--- src/rtl/scale_addr_gen_if.sv ---
// Pixel/config bus between the video timing generator and scale_addr_gen.
// The timing side (master) drives counts and config; the address generator (slave) returns the mapped address.
interface scale_addr_gen_if #(
    parameter int H_BITS = 11,
    parameter int V_BITS = 10,
    parameter int ADDR_W = 17
);
    logic [1:0]        h_shift_in;
    logic [1:0]        v_shift_in;
    logic              cfg_valid_in;
    logic              px_valid_in;
    logic [H_BITS-1:0] hcount_in;
    logic [V_BITS-1:0] vcount_in;
    logic [H_BITS-1:0] scaled_hcount_out;
    logic [V_BITS-1:0] scaled_vcount_out;
    logic [ADDR_W-1:0] addr_out;
    logic              valid_addr_out;
    logic              px_valid_out;
    logic              cfg_pending_out;

    modport master (
        output h_shift_in, v_shift_in, cfg_valid_in, px_valid_in, hcount_in, vcount_in,
        input  scaled_hcount_out, scaled_vcount_out, addr_out, valid_addr_out,
               px_valid_out, cfg_pending_out
    );

    modport slave (
        input  h_shift_in, v_shift_in, cfg_valid_in, px_valid_in, hcount_in, vcount_in,
        output scaled_hcount_out, scaled_vcount_out, addr_out, valid_addr_out,
               px_valid_out, cfg_pending_out
    );
endinterface

--- src/rtl/scale_addr_gen.sv ---
// scale_addr_gen: 3-stage pipeline mapping raw video counts onto a linear framebuffer read address.
// Build macro SCALE_CENTER_EN centres the scaled image in the display; undefined anchors it top-left.
module scale_addr_gen #(
    parameter int H_BITS   = 11,
    parameter int V_BITS   = 10,
    parameter int SRC_W    = 240,
    parameter int SRC_H    = 320,
    parameter int H_ACTIVE = 1024,
    parameter int V_ACTIVE = 768,
    parameter int ADDR_W   = 17
) (
    input  logic            clk_in,
    input  logic            rst_in,
    scale_addr_gen_if.slave bus
);
    localparam logic [H_BITS-1:0] SRC_W_H = H_BITS'(SRC_W);
    localparam logic [V_BITS-1:0] SRC_H_V = V_BITS'(SRC_H);
    localparam logic [ADDR_W-1:0] SRC_W_A = ADDR_W'(SRC_W);

`ifdef SCALE_CENTER_EN
    function automatic int center_off(input int active, input int src, input logic [1:0] sh);
        int span;
        span = src << sh;
        return (span >= active) ? 32'sd0 : ((active - span) >> 1);
    endfunction

    localparam logic [H_BITS-1:0] H_OFF_RST = H_BITS'(center_off(H_ACTIVE, SRC_W, 2'd0));
    localparam logic [V_BITS-1:0] V_OFF_RST = V_BITS'(center_off(V_ACTIVE, SRC_H, 2'd0));

    logic [H_BITS-1:0] h_off_q;
    logic [V_BITS-1:0] v_off_q;
`endif

    logic              frame_start_s, apply_s;
    logic [1:0]        h_act_q, h_act_d, v_act_q, v_act_d;
    logic [1:0]        h_pend_q, h_pend_d, v_pend_q, v_pend_d;
    logic              pending_q, pending_d;
    logic [H_BITS-1:0] h_off_s;
    logic [V_BITS-1:0] v_off_s;

    logic [H_BITS-1:0] s1_col_q, s1_col_d, s2_col_q, s2_col_d, s3_col_q, s3_col_d;
    logic [V_BITS-1:0] s1_row_q, s1_row_d, s2_row_q, s2_row_d, s3_row_q, s3_row_d;
    logic              s1_valid_q, s1_valid_d, s2_valid_q, s2_valid_d, s3_valid_q, s3_valid_d;
    logic              s1_below_q, s1_below_d, s2_inb_q, s2_inb_d, s3_vaddr_q, s3_vaddr_d;
    logic [ADDR_W-1:0] s2_base_q, s2_base_d, s3_addr_q, s3_addr_d;

    // Config double-buffering plus the three pipeline stages; the frame-start pixel sees the applied config.
    always_comb begin
        frame_start_s = bus.px_valid_in && (bus.hcount_in == {H_BITS{1'b0}})
                        && (bus.vcount_in == {V_BITS{1'b0}});
        apply_s       = frame_start_s && pending_q;
        h_act_d       = apply_s ? h_pend_q : h_act_q;
        v_act_d       = apply_s ? v_pend_q : v_act_q;
        h_pend_d      = bus.cfg_valid_in ? bus.h_shift_in : h_pend_q;
        v_pend_d      = bus.cfg_valid_in ? bus.v_shift_in : v_pend_q;
        pending_d     = bus.cfg_valid_in ? 1'b1 : (apply_s ? 1'b0 : pending_q);
`ifdef SCALE_CENTER_EN
        h_off_s    = apply_s ? H_BITS'(center_off(H_ACTIVE, SRC_W, h_pend_q)) : h_off_q;
        v_off_s    = apply_s ? V_BITS'(center_off(V_ACTIVE, SRC_H, v_pend_q)) : v_off_q;
        s1_below_d = (bus.hcount_in < h_off_s) || (bus.vcount_in < v_off_s);
`else
        h_off_s    = {H_BITS{1'b0}};
        v_off_s    = {V_BITS{1'b0}};
        s1_below_d = 1'b0;
`endif
        s1_col_d   = (bus.hcount_in - h_off_s) >> h_act_d;
        s1_row_d   = (bus.vcount_in - v_off_s) >> v_act_d;
        s1_valid_d = bus.px_valid_in;

        s2_col_d   = s1_col_q;
        s2_row_d   = s1_row_q;
        s2_valid_d = s1_valid_q;
        s2_inb_d   = s1_valid_q && !s1_below_q && (s1_col_q < SRC_W_H) && (s1_row_q < SRC_H_V);
        s2_base_d  = ADDR_W'(s1_row_q) * SRC_W_A;

        s3_col_d   = s2_col_q;
        s3_row_d   = s2_row_q;
        s3_valid_d = s2_valid_q;
        s3_vaddr_d = s2_inb_q;
        s3_addr_d  = s2_inb_q ? (s2_base_q + ADDR_W'(s2_col_q)) : {ADDR_W{1'b0}};
    end

    // State and pipeline registers; reset flushes the pipe and reverts to unscaled mapping.
    always_ff @(posedge clk_in) begin
        if (rst_in) begin
            h_act_q    <= 2'd0;
            v_act_q    <= 2'd0;
            h_pend_q   <= 2'd0;
            v_pend_q   <= 2'd0;
            pending_q  <= 1'b0;
            s1_col_q   <= {H_BITS{1'b0}};
            s1_row_q   <= {V_BITS{1'b0}};
            s1_valid_q <= 1'b0;
            s1_below_q <= 1'b0;
            s2_col_q   <= {H_BITS{1'b0}};
            s2_row_q   <= {V_BITS{1'b0}};
            s2_valid_q <= 1'b0;
            s2_inb_q   <= 1'b0;
            s2_base_q  <= {ADDR_W{1'b0}};
            s3_col_q   <= {H_BITS{1'b0}};
            s3_row_q   <= {V_BITS{1'b0}};
            s3_valid_q <= 1'b0;
            s3_vaddr_q <= 1'b0;
            s3_addr_q  <= {ADDR_W{1'b0}};
        end else begin
            h_act_q    <= h_act_d;
            v_act_q    <= v_act_d;
            h_pend_q   <= h_pend_d;
            v_pend_q   <= v_pend_d;
            pending_q  <= pending_d;
            s1_col_q   <= s1_col_d;
            s1_row_q   <= s1_row_d;
            s1_valid_q <= s1_valid_d;
            s1_below_q <= s1_below_d;
            s2_col_q   <= s2_col_d;
            s2_row_q   <= s2_row_d;
            s2_valid_q <= s2_valid_d;
            s2_inb_q   <= s2_inb_d;
            s2_base_q  <= s2_base_d;
            s3_col_q   <= s3_col_d;
            s3_row_q   <= s3_row_d;
            s3_valid_q <= s3_valid_d;
            s3_vaddr_q <= s3_vaddr_d;
            s3_addr_q  <= s3_addr_d;
        end
    end

`ifdef SCALE_CENTER_EN
    // Centring offsets follow the active shifts; reset values match the unscaled mapping.
    always_ff @(posedge clk_in) begin
        if (rst_in) begin
            h_off_q <= H_OFF_RST;
            v_off_q <= V_OFF_RST;
        end else begin
            h_off_q <= h_off_s;
            v_off_q <= v_off_s;
        end
    end
`endif

    assign bus.scaled_hcount_out = s3_col_q;
    assign bus.scaled_vcount_out = s3_row_q;
    assign bus.addr_out          = s3_addr_q;
    assign bus.valid_addr_out    = s3_vaddr_q;
    assign bus.px_valid_out      = s3_valid_q;
    assign bus.cfg_pending_out   = pending_q;
endmodule
--- src/flat_wrapper.sv ---
// flat-port wrapper written by rule: the top's interface ports become plain ports
module scale_addr_gen_flat 
#(
    parameter int H_BITS   = 11,
    parameter int V_BITS   = 10,
    parameter int SRC_W    = 240,
    parameter int SRC_H    = 320,
    parameter int H_ACTIVE = 1024,
    parameter int V_ACTIVE = 768,
    parameter int ADDR_W   = 17
)
  (clk_in, rst_in, bus_h_shift_in, bus_v_shift_in, bus_cfg_valid_in, bus_px_valid_in, bus_hcount_in, bus_vcount_in, bus_scaled_hcount_out, bus_scaled_vcount_out, bus_addr_out, bus_valid_addr_out, bus_px_valid_out, bus_cfg_pending_out);
  scale_addr_gen_if #(.H_BITS(H_BITS), .V_BITS(V_BITS), .ADDR_W(ADDR_W)) bus_i ();
  input  logic clk_in;
  input  logic rst_in;
  input wire logic [$bits(bus_i.h_shift_in)-1:0] bus_h_shift_in;
  input wire logic [$bits(bus_i.v_shift_in)-1:0] bus_v_shift_in;
  input wire logic [$bits(bus_i.cfg_valid_in)-1:0] bus_cfg_valid_in;
  input wire logic [$bits(bus_i.px_valid_in)-1:0] bus_px_valid_in;
  input wire logic [$bits(bus_i.hcount_in)-1:0] bus_hcount_in;
  input wire logic [$bits(bus_i.vcount_in)-1:0] bus_vcount_in;
  output wire logic [$bits(bus_i.scaled_hcount_out)-1:0] bus_scaled_hcount_out;
  output wire logic [$bits(bus_i.scaled_vcount_out)-1:0] bus_scaled_vcount_out;
  output wire logic [$bits(bus_i.addr_out)-1:0] bus_addr_out;
  output wire logic [$bits(bus_i.valid_addr_out)-1:0] bus_valid_addr_out;
  output wire logic [$bits(bus_i.px_valid_out)-1:0] bus_px_valid_out;
  output wire logic [$bits(bus_i.cfg_pending_out)-1:0] bus_cfg_pending_out;
  assign bus_i.h_shift_in = bus_h_shift_in;
  assign bus_i.v_shift_in = bus_v_shift_in;
  assign bus_i.cfg_valid_in = bus_cfg_valid_in;
  assign bus_i.px_valid_in = bus_px_valid_in;
  assign bus_i.hcount_in = bus_hcount_in;
  assign bus_i.vcount_in = bus_vcount_in;
  assign bus_scaled_hcount_out = bus_i.scaled_hcount_out;
  assign bus_scaled_vcount_out = bus_i.scaled_vcount_out;
  assign bus_addr_out = bus_i.addr_out;
  assign bus_valid_addr_out = bus_i.valid_addr_out;
  assign bus_px_valid_out = bus_i.px_valid_out;
  assign bus_cfg_pending_out = bus_i.cfg_pending_out;
  scale_addr_gen #(.H_BITS(H_BITS), .V_BITS(V_BITS), .SRC_W(SRC_W), .SRC_H(SRC_H), .H_ACTIVE(H_ACTIVE), .V_ACTIVE(V_ACTIVE), .ADDR_W(ADDR_W)) u_core (.clk_in(clk_in), .rst_in(rst_in), .bus(bus_i));
endmodule
--- config.mk ---
export PLATFORM = sky130hd
export DESIGN_NAME = scale_addr_gen_flat
export DESIGN_NICKNAME = d
export VERILOG_FILES = /design/src/rtl/scale_addr_gen_if.sv /design/src/rtl/scale_addr_gen.sv /design/src/flat_wrapper.sv
export SDC_FILE = /design/constraint.sdc
export NUM_CORES = 1
export LEC_CHECK = 0
export CELL_PAD_IN_SITES_DETAIL_PLACEMENT = 2
export CELL_PAD_IN_SITES_GLOBAL_PLACEMENT = 2
export CORE_MARGIN = 8
export CORE_UTILIZATION = 37
export DETAILED_ROUTE_END_ITERATION = 8
export PLACE_DENSITY_LB_ADDON = 0.1
export SETUP_SLACK_MARGIN = 0.15
export SKIP_CTS_REPAIR_TIMING = 1
export SYNTH_ARGS = -nofsm -noshare
export SYNTH_HDL_FRONTEND = slang
export SYNTH_SLANG_ARGS = --single-unit
--- constraint.sdc ---
create_clock -name clk_in -period 8 [get_ports clk_in]
set_input_delay 0.8 -clock clk_in [delete_from_list [all_inputs] [get_ports clk_in]]
set_output_delay 0.8 -clock clk_in [all_outputs]
set_load 0.02 [all_outputs]
After elaboration in Yosys (flattened, before gate mapping):

Cells that the tools add are included.

* input bits: 29
* register bits: 111
* logic and storage cells: 39

* add/subtract/negate cells: 1
* shift operators: 2
* magnitude comparators: 2
* multipliers: 1
* multiplexer cells: 4
* reduce and logical (&&, ||, !) cells: 9
* bitwise operators: 1

Operator list (count)
* adder 17 x 11 -> 17 bit: 1
* multiplier 10 x 4 -> 13 bit, second input constant: 1
* logical NOT 11 bit: 1
* < comparator 11 x 8 -> 1 bit, second input constant: 1
* right shift 11 x 2 -> 11 bit: 1
* logical NOT 10 bit: 1
* < comparator 10 x 9 -> 1 bit, second input constant: 1
* right shift 10 x 2 -> 10 bit: 1
* logical AND 1 bit: 5
* two-way mux 2 bit: 2
* two-way mux 1 bit: 2
* nonzero test 2 bit: 1
* OR reduction 2 bit: 1
* inverter 1 bit: 1

Depth between registers and ports, before layout:

* depth after elaboration: 6
* depth in mapped cells: 11
* gate-level depth less buffers: 11

Worst setup path after synthesis:

OpenSTA, ideal clock, no wires.

* kind: reg-to-reg
* start point: reg u_core.s1_row_q[1]
* end point: reg u_core.s2_base_q[16]
* arrival: 2.593 ns
* stages on the path, launching flop included: 10
* data required time: 7.872 ns
* setup time: 0.128 ns
* path slack: 5.280 ns
* cell sequence: dfxtp_1 > fa_1 > fa_1 > fa_1 > a211oi_1 > o21ai_0 > a21oi_1 > a21oi_1 > xnor2_1 > nor2_1

* word-level cells in the longest chain between the ends: 1

RTL lines
* from (decl): line scale_addr_gen.sv:42 `logic [V_BITS-1:0] s1_row_q, s1_row_d, s2_row_q, s2_row_d, s3_row_q, s3_row_d;`
* from (signal assigned): line scale_addr_gen.sv:92 `s1_row_q <= {V_BITS{1'b0}};`
* from (signal assigned): line scale_addr_gen.sv:112 `s1_row_q <= s1_row_d;`
* multiplier 10 x 4 -> 13 bit: line scale_addr_gen.sv:74 `s2_base_d = ADDR_W'(s1_row_q) * SRC_W_A;`
* to (signal assigned): line scale_addr_gen.sv:99 `s2_base_q <= {ADDR_W{1'b0}};`
* to (signal assigned): line scale_addr_gen.sv:119 `s2_base_q <= s2_base_d;`
* to (decl): line scale_addr_gen.sv:45 `logic [ADDR_W-1:0] s2_base_q, s2_base_d, s3_addr_q, s3_addr_d;`

Every way passes these cells.
A chain may end at the register's enable or synchronous reset.

Worst setup path in the final report:

* start point: reg u_core.s1_row_q[2]
* end point: reg u_core.s2_base_q[16]

Same word-level chain as after synthesis.

==> results.tsv <==
metric	value	unit
clock skew	0.00600	ns
CP Capture Type	register	
final core utilization	0.468	
total track usage	0.141	
number of antenna repair diodes	0	
Rows	40	
Seq pwr share	0.468	
Layout area overhead	25.1	%
GP Congestion	0.778	
status	completed	
Port Buffer Count	69	
clock tree buffer depth	2	
Crit Path Class	register to register	
DP Area	5220	sq um
delay-heaviest family, CP	adder cells	
Gate power share	0.165	
register area share after synthesis	0.480	
CP Data Arrival Time	3.39	ns
io pins	70	
Die Y	125	um
die area	15700	sq um
vias in the first global route	3548	
GRT overflow	0	
H-tree depth	3	
Via Count	3122	
Hold Path Class	register to register	
fin cells	640	
first-pass GRT wire length	18000	um
Worst path max stage delay	0.51	ns
worst vdd ir	125	uV
buffer and inverter count on the worst path	2	
max_cap viols	0	
Gate Count Post-Synth	422	
P per Cell Area	222	nW/um^2
Lkg Pwr	2.24	nW
critical path cell sequence	inv_1 > fa_1 > fa_1 > inv_1 > ha_1 > o21ai_0 > o21ai_0 > a21oi_1 > a21oi_1 > xnor2_1 > nor2_1	
Fmax	0.315	GHz
Fin. Hold Viols	0	
switching share of power	0.288	
Sw Pwr	0.000353	W
ANT nets after route	0	
min cycle time layout	3.18	ns
Internal Power	0.000872	W
Post-synth EDFFs	0	
Total Wirelength	10700	um
Clock power frac	0.367	
slowest CP cell	fa_1	
startpoint type of the worst setup path	register	
RSZ-0062 raised after global routing	no	
setup violators final	0	
Chip Width	125	um
period utilization	0.397	
post-synthesis register bit count	106	
setup TNS	0	ns
HPWL after DPL	8170	um
Initial Utilization	0.374	
Req. time, crit path	8.21	ns
vias per cell	4.88	
DRC violations left	0	
Layout Nets	559	
Slew Viols, Final	0	
worst slew pin tran	0.694	ns
headroom to the max-slew limit	0.537	
drt first-iter violations	63	
clk root buf	clkbuf_16	
largest net degree at the start of global routing	70	
Post-synth ARST share	0	
Distinct cells, synth	40	
CTS tree	built	
design area	5530	sq um
synthesized area per cell	10.5	sq um
TritonCTS Buffers	9	
share of layout cells above drive strength 1	0.0385	
DRT Pass-1 Iters	4	
fill count	1240	
antenna violations before repair	0	
Post-Syn Area	4420	sq um
synth warn	0	
clock slew at reported path FFs	0.08	ns
core area	11800	sq um
Main synth FF type	dfxtp_1	
Avg WL per Cell	16.7	um
Post-Place Cells	624	
Clock Latency Late Sink	0.35	ns
CP Max Fanout	4	
syn nets	493	
clk sinks	106	
worst reg2reg max path, stage by stage (launching register included):
cell and delay (ns):
dfxtp_1 0.47, inv_1 0.13, fa_1 0.51, fa_1 0.51
inv_1 0.05, ha_1 0.35, o21ai_0 0.26, o21ai_0 0.16
a21oi_1 0.24, a21oi_1 0.11, xnor2_1 0.18, nor2_1 0.07
Yosys cell counts (all sizes together) (4+ instances only):
| cell | number | area (sq um) |
|---|---|---|
| a211oi | 4 | 30.0 |
| a21oi | 9 | 45.0 |
| and2 | 5 | 31.3 |
| buf | 5 | 36.3 |
| clkbuf | 10 | 37.5 |
| dfxtp | 106 | 2120 |
| fa | 18 | 360 |
| ha | 24 | 300 |
| inv | 32 | 120 |
| mux2i | 27 | 270 |
| nand2 | 8 | 30.0 |
| nor2 | 43 | 161 |
| nor2b | 40 | 250 |
| nor3 | 8 | 51.3 |
| nor4 | 5 | 31.3 |
| o211ai | 4 | 30.0 |
| o21a | 4 | 30.0 |
| o21ai | 12 | 60.1 |
| o22ai | 17 | 106 |
| xnor2 | 7 | 61.3 |
| xor2 | 6 | 52.6 |
cell families after synthesis:
family / synth area share
simple gates: 0.151
flops: 0.480
compound gates: 0.0889
buf+inv: 0.0439
fa+ha+maj: 0.149
mux: 0.0612
xor+xnor: 0.0258
routing by layer:
metal	vias to the layer above	track usage	share of wire
met5	-	0	0
met3	15	0.0387	0.044
met2	52	0.241	0.49
li1	1537	-	-
met4	0	0.0602	0.018
met1	1518	0.164	0.45
power groups by stage:
stage	logic (W)	registers (W)	clock network (W)
final	0.000202	0.000574	0.000449
after global routing	0.000230	0.000578	0.000485
after CTS	0.000206	0.000574	0.000462
after detailed placement	0.000202	0.000586	0
after global placement	0.000191	0.000585	0
after floorplan	0.000133	0.000585	0
stage by stage:
step                      hold slack, ns  total power (W)  setup WS (ns)
final                              0.449          0.00123           4.82
after global routing               0.457          0.00129           4.60
after CTS                          0.454          0.00124           4.78
after detailed placement           0.432         0.000788           4.74
after global placement             0.415         0.000777           4.78
after floorplan                    0.414         0.000719           5.28
registers in the layout, indices dropped and copies added (netlist names):
name,count
u_core.s1_row_q,10
u_core.s2_base_q,13
u_core.bus.valid_addr_out,1
u_core.v_act_q,2
u_core.v_pend_q,2
u_core.s1_valid_q,1
u_core.bus.scaled_hcount_out,11
u_core.s2_inb_q,1
u_core.bus.addr_out,17
u_core.bus.px_valid_out,1
u_core.h_act_q,2
u_core.s2_row_q,9
u_core.s2_valid_q,1
u_core.s1_col_q,11
u_core.bus.scaled_vcount_out,10
u_core.h_pend_q,2
u_core.s2_col_q,11
u_core.bus.cfg_pending_out,1
placed cells by master (no fill, tap or decap), types with 2 or more instances in the layout:
master and instances:
fa_1 18, a21oi_1 9, clkbuf_16 9, ha_1 24, o211ai_1 4, nand2_1 8, nand2b_1 3, or3_1 2
nor4_1 5, nor3_1 7, a211oi_1 4, mux2i_1 27, o21ai_0 12, and3_1 2, nor2b_1 40, clkinv_8 2
inv_8 3, clkdlybuf4s50_1 68, o22ai_1 17, and2_1 5, or2_0 2, xnor2_1 7, nand3_1 3, o21a_1 4
o21bai_1 2, xor2_1 6, nor2_1 43, a221oi_1 2, dfxtp_1 106, or2b_1 2, a21o_1 3, inv_1 32
worst paths after layout:
path / startpoint / depth (start not counted) / slack (ns) / endpoint
setup reg to reg: u_core.s1_row_q[2]$_SDFF_PP0_ / 11 / 4.82 / u_core.s2_base_q[16]$_SDFF_PP0_
setup / recovery: u_core.s1_row_q[2]$_SDFF_PP0_ / 11 / 4.82 / u_core.s2_base_q[16]$_SDFF_PP0_
hold / removal: u_core.s1_col_q[2]$_SDFF_PP0_ / 1 / 0.45 / u_core.s2_col_q[2]$_SDFF_PP0_
hold reg to reg: u_core.s1_col_q[2]$_SDFF_PP0_ / 1 / 0.45 / u_core.s2_col_q[2]$_SDFF_PP0_
layout make-up:
cell class	count	area, sq um	share of cell area
clock buffers	9	225	0.0407
well taps	147	184	0.0333
multi-input cells	269	2100	0.380
flip-flops and latches	106	2120	0.384
inverters	32	120	0.0217
repair buffers	70	693	0.125
clock inverters	7	82.6	0.0149
No activity file was read; power rests on OpenSTA's default activity.
